File: src/rtl/mod129_operand_sequencer.sv
// Byte-serial front end for the combinational modulo-129 stage: packs an operand,
// holds it steady for a settle window, then offers the captured remainder on a valid/ready port.
module mod129_operand_sequencer #(
    parameter int BYTES_PER_OP  = 8,
    parameter int SETTLE_CYCLES = 2
) (
    input  logic        clk,
    input  logic        rst,
    input  logic        in_valid,
    output logic        in_ready,
    input  logic [7:0]  in_data,
    input  logic        in_last,
    output logic [63:0] x_out,
    input  logic [7:0]  s_in,
    output logic        res_valid,
    input  logic        res_ready,
    output logic [7:0]  res_data,
    output logic        res_err,
    output logic [15:0] op_count
);

    typedef enum logic [1:0] {
        LOAD   = 2'd0,
        SETTLE = 2'd1,
        RESULT = 2'd2
    } state_t;

    localparam logic [3:0] LAST_IDX    = 4'(BYTES_PER_OP - 1);
    localparam logic [3:0] SETTLE_INIT = 4'(SETTLE_CYCLES - 1);

    state_t      state_reg, state_next;
    logic [63:0] x_acc_reg, x_acc_next;
    logic [3:0]  byte_cnt_reg, byte_cnt_next;
    logic [3:0]  settle_cnt_reg, settle_cnt_next;
    logic [7:0]  res_data_reg, res_data_next;
    logic        res_err_reg, res_err_next;
    logic [15:0] op_count_reg, op_count_next;

    always_ff @(posedge clk or posedge rst) begin
        if (rst) begin
            state_reg      <= LOAD;
            x_acc_reg      <= 64'd0;
            byte_cnt_reg   <= 4'd0;
            settle_cnt_reg <= 4'd0;
            res_data_reg   <= 8'd0;
            res_err_reg    <= 1'b0;
            op_count_reg   <= 16'd0;
        end else begin
            state_reg      <= state_next;
            x_acc_reg      <= x_acc_next;
            byte_cnt_reg   <= byte_cnt_next;
            settle_cnt_reg <= settle_cnt_next;
            res_data_reg   <= res_data_next;
            res_err_reg    <= res_err_next;
            op_count_reg   <= op_count_next;
        end
    end

    always_comb begin
        state_next      = state_reg;
        x_acc_next      = x_acc_reg;
        byte_cnt_next   = byte_cnt_reg;
        settle_cnt_next = settle_cnt_reg;
        res_data_next   = res_data_reg;
        res_err_next    = res_err_reg;
        op_count_next   = op_count_reg;
        in_ready        = 1'b0;
        res_valid       = 1'b0;

        case (state_reg)
            LOAD: begin
                in_ready = 1'b1;
                if (in_valid) begin
                    x_acc_next    = {x_acc_reg[55:0], in_data};
                    byte_cnt_next = byte_cnt_reg + 4'd1;
                    // in_last and the byte limit may coincide; either one closes the operand
                    if (in_last || (byte_cnt_reg == LAST_IDX)) begin
                        state_next      = SETTLE;
                        settle_cnt_next = SETTLE_INIT;
                    end
                end
            end
            SETTLE: begin
                if (settle_cnt_reg == 4'd0) begin
                    res_data_next = s_in;
                    res_err_next  = (s_in >= 8'd129);
                    state_next    = RESULT;
                end else begin
                    settle_cnt_next = settle_cnt_reg - 4'd1;
                end
            end
            RESULT: begin
                res_valid = 1'b1;
                if (res_ready) begin
                    op_count_next = op_count_reg + 16'd1;
                    x_acc_next    = 64'd0;
                    byte_cnt_next = 4'd0;
                    state_next    = LOAD;
                end
            end
            default: begin
                state_next = LOAD;
            end
        endcase
    end

    assign x_out    = x_acc_reg;
    assign res_data = res_data_reg;
    assign res_err  = res_err_reg;
    assign op_count = op_count_reg;

endmodule
File: config.mk
export PLATFORM = sky130hd
export DESIGN_NAME = mod129_operand_sequencer
export DESIGN_NICKNAME = d
export VERILOG_FILES = /design/src/rtl/mod129_operand_sequencer.sv
export SDC_FILE = /design/constraint.sdc
export NUM_CORES = 1
export LEC_CHECK = 0
export CAP_MARGIN = 15
export CORE_AREA = 2 2 96 98
export DETAILED_ROUTE_END_ITERATION = 10
export DIE_AREA = 0 0 98 100
export GPL_TIMING_DRIVEN = 0
export PLACE_DENSITY = 0.75
export SLEW_MARGIN = 10
export SYNTH_ARGS = -nofsm -noshare
export SYNTH_HDL_FRONTEND = slang
export SYNTH_SLANG_ARGS = --single-unit
File: constraint.sdc
create_clock -name clk -period 4.7 [get_ports clk]
set_input_delay 0.705 -clock clk [delete_from_list [all_inputs] [get_ports clk]]
set_output_delay 0.705 -clock clk [all_outputs]
set_load 0.05 [all_outputs]
# == Yosys cells after proc, flatten, opt, wreduce, memory -nomap -nowiden ==
# Cells that the tools add are included.
# totals
reg_bits,99
latch_bits,0
ramBits,0
rom_bits,0
input_bits,21
out_inout_bits,91
wordCells,46
n_memories,0
# classes
n_addsub,3
n_mul,0
div,0
n_lt_le_gt_ge,1
n_eq_ne,8
shifts,0
n_mux,17
bitwise,0
reduce_logical,10
# op_table
operator,count
64-bit two-way mux,2
64-bit one-hot mux with 2 select lines,1
4-bit two-way mux,5
"16-bit by 1-bit adder with 16-bit output, second input constant",1
4-bit one-hot mux with 2 select lines,2
"2-bit inequality test, second input constant",5
"8-bit >= comparator, second input constant",1
2-bit two-way mux,4
4-bit AND reduction,2
2-bit one-hot mux with 3 select lines,1
"4-bit by 1-bit adder with 4-bit output, second input constant",1
"4-bit by 3-bit == test with 1-bit output, second input constant",1
4-bit logical NOT,1
2-bit AND reduction,2
2-bit nonzero test,2
"4-bit by 1-bit subtractor with 4-bit output, second input constant",1
3-bit AND reduction,1
"2-bit by 1-bit == test with 1-bit output, second input constant",1
"2-bit == test, second input constant",1
2-bit logical NOT,1
1-bit two-way mux,2
1-bit logical OR,1

# == Logic depth before layout (Yosys ltp) ==
# logic_depth
ltp_word,5
mapped_depth,7
ltp_nobuf,6

# == Worst setup path after synthesis ==
# No wires, ideal clock.
# synth_path
path_type,reg2reg
from,"reg op_count_reg[0], in the netlist op_count[0]"
to,"reg op_count_reg[14], in the netlist op_count[14]"
setup_ps,141
arrival_ps,1717
t_required_ps,4559
setup_slack_ps,2842
path_stages_with_launch,6
n_path_buf,0
synth_period_minus_slack_ps,1858
cell_sequence,dfrtp_1 ha_1 nand4b_2 nor4_2 nand3_1 xnor2_1
# synth_via
elab_chain_cells,1
# synth_rtl
element,line_no,text
"start, declared",37,"logic [15:0] op_count_reg, op_count_next;"
"start signal, assigned",55,op_count_reg <= op_count_next;
16-bit by 1-bit adder with 16-bit output,95,op_count_next = op_count_reg + 16'd1;
# Every way passes these cells.
# A chain may end at the register's enable or synchronous reset.

# == Worst setup path after layout ==
# layout_path
from,reg state_reg[0]
to,out res_valid
# layout_via
elab_chain_cells,2
# layout_rtl
element,line_no,text
"start, declared",31,"state_t state_reg, state_next;"
"start signal, assigned",49,state_reg <= state_next;
2-bit == test,70,case (state_reg)
1-bit two-way mux,70,
"end, declared",15,"output logic res_valid,"
# Every way passes these cells.

==> metrics.md <==
| Metric | Value |
|---|---|
| Post-synth ARST share | 100% |
| Worst Path Arrival | ~1.9 ns |
| Area delta synth->final | 37.9% |
| Worst-path clk slew | 0.10 ns |
| R2R depth | 4 |
| Leakage | between 2 and 2.5 nW |
| Worst setup SP type | flop |
| WL final | 8450 µm |
| DRC violations left | 0 |
| CP Capture Type | output port |
| Clk_lat worst skew | approximately 0.36 ns |
| Fraction of layout cells with a size suffix above 1 | 11.3% |
| Slew Limit Headroom | between 50% and 60% |
| IO Port Bufs | between 100 and 150 |
| First-pass GRT wire length | between 10000 and 15000 µm |
| Crit path buf inv count | 2 |
| # setup viols final | 0 |
| Remaining Overflow, GRT | 0 |
| CTS root buf | clkbuf_8 |
| Largest net degree at the start of global routing | 57 |
| Cell area after layout | 5300 µm² |
| Post-Syn Area | just under 4000 µm² |
| Cell variety after synth | 38 |
| Most frequent cells in the layout | clkdlybuf4s50_1, dfrtp_1, a22o_1 |
| Ports | ~110 |
| Crit. path cell count | 3 |
| Max reg flops | 64 |
| Post-DP HPWL | around 6000 µm |
| CP max stage delay | 0.80 ns |
| P per Cell Area | around 800 nW/µm² |
| Layout Utilization | about three fifths |
| Antenna violations before repair | 0 |
| Buffer depth of the longest clock path | 2 |
| Chip Width | a little under 100 µm |
| Power Total | around 4.2 mW |
| DP Area | between 5000 and 6000 µm² |
| Min Tclk post-route | about 2.6 ns |
| Synth Net Count | about 300 |
| Routed Antenna Nets | 0 |
| Final Hold Violating Endpoints | 0 |
| Setup Crit Path Kind | reg -> out |
| Post-synthesis sequential element count | approximately 100 |
| Setup TNS | 0 ns |
| GRT Overall Usage | approximately 17% |
| Core Region | slightly below 9000 µm² |
| CTS tree | built |
| Worst Hold Path Cells | 1 |
| Vias in the first global route | 2660 |
| Max Freq | ~400 MHz |
| DR pass1 iterations | 4 |
| Final worst clock skew | roughly 0.011 ns |
| MaxCap Viol Count | 0 |
| Hold Buf Count CTS | 0 |
| CTS buffer count | 9 |
| Required time of the critical path | 3.99 ns |
| Top_reg_cell synth | dfrtp_1 |
| Htree depth | 3 |
| RSZ-0062 raised after global routing | no |
| Worst-path fanout max | 7 |
| Register area share after synthesis | between 60% and 70% |
| CP max stage cell | clkdlybuf4s50_1 |
| Setup repair bufs after CTS | 0 |
| Final Cycle Share | 54.6% |
| WL/cell | roughly 16 µm |
| Row cnt | 35 |
| CP cell instances | nand2b_1 -> inv_2 -> clkdlybuf4s50_1 |
| Worst-margin pin slew | roughly 0.67 ns |
| Diodes inserted | 0 |
| Most common cell after layout, fill and taps aside | clkdlybuf4s50_1 |
| Syn avg cell area | 13.8 µm² |
| Via count | ~2700 |
| Post-synth EDFFs | 0 |
| Layout Nets | 426 |
| Vias/cell | 5.23 |
| YS warnings | 0 |
| # clock sinks | 99 |
| Slew Viols, Final | 0 |
| Status | finished, final reports clean |
| PostCTS Resize Cnt | 0 |
| Cells after Synth | 278 |
| Maximum vdd ir drop | between 400 and 500 µV |
| Die ar. | about 9800 µm² |
| GPL Wtd Cong | between 0.7 and 0.8 |
| Delay-heaviest family, CP | buffers and inverters |
| Initial Util | 43.2% |
| DRT iter0 DRCs | 75 |
| Tightest Hold Check Type | reg -> reg |
| Die Height | 100 µm |
-- Yosys cell counts, drive strengths merged (2+ instances only) --
library cell	number	area, µm²
dfrtp	99	2480
a22o	65	569
nand2	15	56.3
xnor2	12	105
buf	11	82.6
mux2	10	113
nor2	10	40.0
o21ai	7	35.0
inv	5	18.8
nand3	5	25.0
nand4	5	31.3
clkbuf	4	15.0
ha	4	50.1
xor2	4	35.0
nand2b	3	18.8
a21oi	2	10.0
nor3	2	21.3
nor3b	2	20.0
-- power by group --
group          internal (mW)  switching (mW)  total, mW
combinational          0.830            1.44       2.27
clock                  0.203           0.311      0.514
sequential              1.16           0.262       1.42
total                   2.20            2.02       4.21
-- final timing paths --
| kind | startpoint | endpoint | slack (ns) |
|---|---|---|---|
| max reg2reg | state_reg[1] | settle_cnt_reg[2] | 2.94 |
| min in group asynchronous | rst | x_out[58] | 0.79 |
| max in group asynchronous | rst | op_count[3] | 3.24 |
| max | state_reg[0] | res_valid | 2.13 |
| min | op_count[15] | op_count[15] | 0.49 |
| min reg2reg | op_count[15] | op_count[15] | 0.49 |
-- worst register-to-register path, cell delays in order (launching register included) --
cell and delay, ns:
dfrtp_1 0.48, nor3b_2 0.48, o21ai_1 0.27, a221oi_1 0.33
a31o_1 0.15
-- per-layer routing --
layer,vias to the layer above,part of all wire (%),GRT usage [%]
met5,-,0,0
met2,71,48,27.3
met1,1352,46,23.7
met4,0,1.7,6.09
met3,11,4.5,4.25
li1,1270,-,-
-- metrics by stage --
stage | cells | hold WS [ns] | setup WS, ns
after floorplan | 278 | 0.470 | 1.40
after global placement | 500 | 0.464 | 0.0351
after detailed placement | 501 | 0.486 | 2.29
after CTS | 517 | 0.503 | 2.12
after global routing | 517 | 0.521 | 2.08
final | 517 | 0.491 | 2.13
-- cell type report --
cell class / instances / area [µm²]
tap: 111 / 139
sequential: 99 / 2480
fill: 731 / 3590
buffer: 15 / 97.6
clock buffer: 10 / 128
inverter: 5 / 21.3
multi-input combinational: 159 / 1250
timing repair buffer: 112 / 1130
clock inverter: 6 / 55.1
-- logic make-up after synthesis --
logic type / Yosys count / synth area share (%)
buf+inv: 20 / 3.03
fa+ha+maj: 4 / 1.30
compound gates: 77 / 16.7
xor+xnor: 16 / 3.65
flops: 99 / 64.5
simple gates: 52 / 7.92
mux: 10 / 2.93
Note: power is estimated with default switching activity, not from simulation.
